## config.mk

```make
export PLATFORM = sky130hd
export DESIGN_NAME = reg_mem
export DESIGN_NICKNAME = d
export VERILOG_FILES = /design/src/rtl/reg_mem_pkg.sv /design/src/rtl/reg_mem.sv
export SDC_FILE = /design/constraint.sdc
export NUM_CORES = 1
export LEC_CHECK = 0
export ABC_AREA = 0
export CAP_MARGIN = 10
export CORE_MARGIN = 2
export CORE_UTILIZATION = 32
export CTS_CLUSTER_SIZE = 12
export DETAILED_ROUTE_END_ITERATION = 8
export GPL_TIMING_DRIVEN = 0
export PLACE_DENSITY = 0.43
export SLEW_MARGIN = 40
export SYNTH_ARGS = -nofsm -noshare
export SYNTH_HDL_FRONTEND = slang
export SYNTH_SLANG_ARGS = --single-unit
```

## constraint.sdc

```tcl
create_clock -name clk -period 4.93 [get_ports clk]
set_clock_uncertainty 0.15 [all_clocks]
set_input_delay 0.986 -clock clk [delete_from_list [all_inputs] [get_ports clk]]
set_output_delay 0.986 -clock clk [all_outputs]
set_load 0.05 [all_outputs]
```

## src/rtl/reg_mem_pkg.sv

```systemverilog
// Shared defaults and word/address types for the reg_mem register-file memory.
package reg_mem_pkg;

  localparam int DEFAULT_DATA_WIDTH = 8;
  localparam int DEFAULT_ADDR_BITS  = 5;

  typedef logic [DEFAULT_DATA_WIDTH-1:0] word_t;
  typedef logic [DEFAULT_ADDR_BITS-1:0]  addr_t;

endpackage

```

## src/rtl/reg_mem.sv

```systemverilog
// Flop-based single-port register file: synchronous write, registered read on a
// shared address bus. Reset clears every word and the read register.
module reg_mem
  import reg_mem_pkg::*;
#(
  parameter int DATA_WIDTH = DEFAULT_DATA_WIDTH,
  parameter int ADDR_BITS  = DEFAULT_ADDR_BITS
) (
  input  logic                  clk,
  input  logic                  rst,
  input  logic [ADDR_BITS-1:0]  addr,
  input  logic [DATA_WIDTH-1:0] data_in,
  input  logic                  wen,
  output logic [DATA_WIDTH-1:0] data_out
);

  localparam int DEPTH = 2 ** ADDR_BITS;

  if (DATA_WIDTH < 1) begin : g_bad_width
    $error("reg_mem: DATA_WIDTH must be >= 1");
  end
  if (ADDR_BITS < 1) begin : g_bad_addr
    $error("reg_mem: ADDR_BITS must be >= 1");
  end

  logic [DATA_WIDTH-1:0] mem_q [DEPTH];
  logic [DATA_WIDTH-1:0] mem_d [DEPTH];
  logic [DATA_WIDTH-1:0] data_out_q;
  logic [DATA_WIDTH-1:0] data_out_d;

  // A write cycle leaves data_out untouched, so there is no write-through.
  always_comb begin
    mem_d      = mem_q;
    data_out_d = data_out_q;
    if (wen) begin
      mem_d[addr] = data_in;
    end else begin
      data_out_d = mem_q[addr];
    end
  end

  // Reset wins over any write presented in the same cycle.
  always_ff @(posedge clk) begin
    if (rst) begin
      for (int i = 0; i < DEPTH; i++) begin
        mem_q[i] <= '0;
      end
      data_out_q <= '0;
    end else begin
      mem_q      <= mem_d;
      data_out_q <= data_out_d;
    end
  end

  assign data_out = data_out_q;

endmodule

```

==> results.txt <==
- Summed over all nets, the half-perimeter wirelength after detailed placement is 34800 um.
* Number of placed instances with taps included: around 1800
* Required time of the worst setup path: roughly 5.2 ns
* Post-route antenna net violation count: 0
- For this design, the sink count on the clock tree is 264.
- Final Hold Vio Count: 0
- Post-synthesis async set-or-reset flop share: 0%
- After detailed routing, the number of remaining DRC violations is 0.
- The critical path goes through clkdlybuf4s50_1 -> buf_6 -> buf_2 -> buf_2 -> o21ai_0 -> o22a_1 -> a221oi_2 -> a221oi_2.
- Counting both buffers and inverters, the worst setup path holds a total of 4.
* Setup repair after global routing missed its margin: false
- Setup violations remaining at the end of the flow were counted as 0.
- Vias in the first global route: between 10000 and 15000
- Initial antenna violation count: 0
- In this run the tool buffered the top-level ports with 19 buffer cells.
* Post-cts gate resize count: 0
- The Yosys step of the flow raised 0 warnings.
* Startpoint kind of the worst setup timing path: input pin
- Sequential share of the synthesized area: between 40 and 50%
- Die H: ~200 um
- Buffer levels on the longest clock path: 3
* Headroom to the max-slew limit: just over 40%
* Kind of end point of the critical path: flip-flop
- In this run the number of H-tree levels came out at 1.
- Among all stages on the critical path, the largest delay is contributed by clkdlybuf4s50_1.
* Upper clock frequency limit: roughly 320 MHz
- Final setup TNS: 0 ns
- Entering global routing, the biggest net connects 15 pins.
* Top-area cell type share of the netlist area: between 40 and 50%
- Drt total wl: around 49000 um
- Hold repair after CTS inserted 0 buffers.
* Layout cell share with drive strength beyond 1: a little over a tenth
- Period utilisation layout: approximately 64%
- The first global-routing pass estimated ~70000 um of wire.
- Capturing point of the worst reg2reg path: data_out[3]
* Number of vias after detailed routing: 10545
- Buffers inserted by post-CTS timing repair: 0
- Worst-path maximum fanout: 10
- For this design the ratio of total power to cell area is about 350 mW/mm2.
- Post-layout worst setup margin: roughly 1.8 ns
* Initial detailed-routing violation count: around 860
- Drt first pass iters: 6
- From left edge to right edge, the die measures ~200 um.
- The worst path needs about 3.2 ns of the cycle, external delays included.
* Post-CTS clock slew at the launch and capture registers of the worst setup and hold paths: 0.06 ns
- VDD sags by at most 0.254 mV.
- Outcome: complete, no violations
* Starting density of the core: 32.5%
- The path with the worst hold slack has its endpoint at mem_q[230].
- After global routing the overflow that remains totals 0.
* Worst slack, placed: 1.18 ns
- The worst hold path belongs to the class flip-flop to flip-flop.
* Largest delay contributor family on the critical path: buffers and inverters
- The worst hold path begins at mem_q[230].
- The average instance in the mapped netlist occupies around 8.9 um2.
* Cell count of the worst reg-to-reg path: 4
- Depth of the worst hold-timing path: 2
- Max-slew violation total from the final report: 0
- GPL Wtd Cong: 0.916
* Total die area: about 0.039 mm2
- Area post-placement: about 0.013 mm2
* Longest individual stage delay on the worst path: between 0.5 and 0.6 ns
- In this run the static leakage power is around 4.5 nW.
- Summing all multi-input logic gate instances after layout gives between 0.005 and 0.006 mm2.
- After technology mapping, the gate count stands at roughly 1300.
- Dividing the detail-routed wire length by the instance count gives 26.4 um.
- For the pin with the worst max-slew slack, the measured transition is about 0.89 ns.
- At the worst endpoint, the arrival time is 3.44 ns.
* Antenna diode count: 0
* Clock Latency Late Sink: a little under 0.6 ns
* Area of the mapped netlist: 0.0119 mm2
- The most used flip-flop cell after synthesis is dfxtp_1.
* Vias per inst: around 5.6
* Syn_nets: ~1400
- Clock root cell: clkbuf_16
- Type of the worst setup path: input pin to flip-flop
- The tightest hold path in the finished design has a slack of roughly 0.30 ns.
* Number of clock buffers inserted by TritonCTS: 31
* Aggregate global-route resource usage: 25.4%
- Fillers: ~3800
- Yosys instantiated no cell more often than dfxtp_1.
- During I/O placement, the number of pins put on the boundary was 24.
* Top cells by instance count after synthesis: 264 x dfxtp_1, 223 x nand2_1, 208 x a21oi_1
- Core Region: roughly 0.037 mm2
- The floorplan has 70 rows.
- Cell accounting for the most synthesized area: dfxtp_1
* Growth of design area from synthesis to finish: 14.1%
- Area of all sequential standard cells: 0.00529 mm2
- Synth Register Bits: ~260
- At the end of the flow, the number of nets in the layout was around 1400.
- The finished layout holds ~1900 standard cells, fillers aside.
- Startpoint of the lowest-slack register-to-register path: mem_q[195]
- Max capacitance violation total: 0
- In this run, distinct cell masters in the synthesized netlist total 50.
- Yosys mapped a number of flops with a built-in enable equal to 0.
- In the post-synthesis netlist, the biggest area contributors are dfxtp_1 44%, a21oi_1 8.8%, mux2i_1 8.2%.
- TritonCTS clock tree: yes
- In this run the register-to-register setup slack is between 2 and 3 ns.
- After routing the design area is ~0.014 mm2.
[cell type report]
cell class	instances	share of cell area, %
clock buffers	44	6.45
repair buffers	19	1.40
clock inverters	4	0.148
well taps	468	4.32
flip-flops and latches	264	39.0
inverters	6	0.166
plain buffers	130	5.03
multi-input cells	941	43.5
[cells by family (layout without fill, tap and decap cells)]
logic type	count (synthesis)	after routing	share of synthesized area, %
AO/OA/AOI/OAI	402	402	18.3
buffers and inverters	136	203	5.90
flip-flops	264	264	44.5
multiplexers	141	141	16.7
AND/OR/NAND/NOR	398	398	14.6
[tightest hold or removal path: stages, from the launching register on]
cell,delay (ns)
dfxtp_1,0.30
nand2_1,0.05
a21oi_1,0.05
[metal layers]
layer | routed length, um | vias up | GRT usage [%] | share of wire [%]
met4 | 1170 | 0 | 6.68 | 2.4
met2 | 22500 | 373 | 40.5 | 46
met5 | 0 | - | 0 | 0
met3 | 3150 | 71 | 3.90 | 6.4
li1 | - | 4825 | - | -
met1 | 22600 | 5276 | 36.0 | 46
[sequential cells by signal, summed over array words and instances, names as in the netlist]
| signal | count |
|---|---|
| data_out | 8 |
| mem_q | 256 |
[how the worst max path moves through the flow]
stage,startpoint,endpoint,slack [ns],depth (start not counted)
after floorplan,addr[0],data_out[3],2.39,7
after global placement,addr[1],data_out[3],1.18,8
after detailed placement,addr[1],data_out[3],1.18,8
after CTS,addr[1],data_out[3],1.76,8
after global routing,addr[1],data_out[3],1.68,8
final,addr[1],data_out[3],1.76,8
[metrics by stage]
| step | power (W) | util [%] |
|---|---|---|
| finish | 0.00470 | 37.1 |
| global route | 0.00483 | 37.1 |
| CTS | 0.00472 | 37.1 |
| detailed placement | 0.00261 | 34.6 |
| global placement | 0.00261 | 34.6 |
| floorplan | 0.00243 | - |
[cells in the final DEF (no fill, tap or decap), types with 5 or more instances in the layout]
| cell | count |
|---|---|
| a21oi_1 | 208 |
| a22o_1 | 5 |
| a22oi_1 | 8 |
| buf_2 | 27 |
| buf_4 | 9 |
| buf_6 | 7 |
| clkbuf_1 | 87 |
| clkbuf_16 | 31 |
| clkbuf_8 | 5 |
| clkdlybuf4s50_1 | 19 |
| dfxtp_1 | 264 |
| inv_1 | 6 |
| mux2i_1 | 97 |
| mux4_1 | 9 |
| mux4_2 | 34 |
| nand2_1 | 223 |
| nand3_1 | 52 |
| nor2_1 | 72 |
| nor2_2 | 11 |
| nor2b_1 | 7 |
| o21ai_0 | 149 |
| o22ai_1 | 14 |
[power breakdown]
part | internal (W) | switching [W]
Combinational | 0.000104 | 0.000299
Clock | 0.00121 | 0.000925
Sequential | 0.00215 | 0.0000112
Total | 0.00346 | 0.00124
Power figures use the tool's default switching activity.
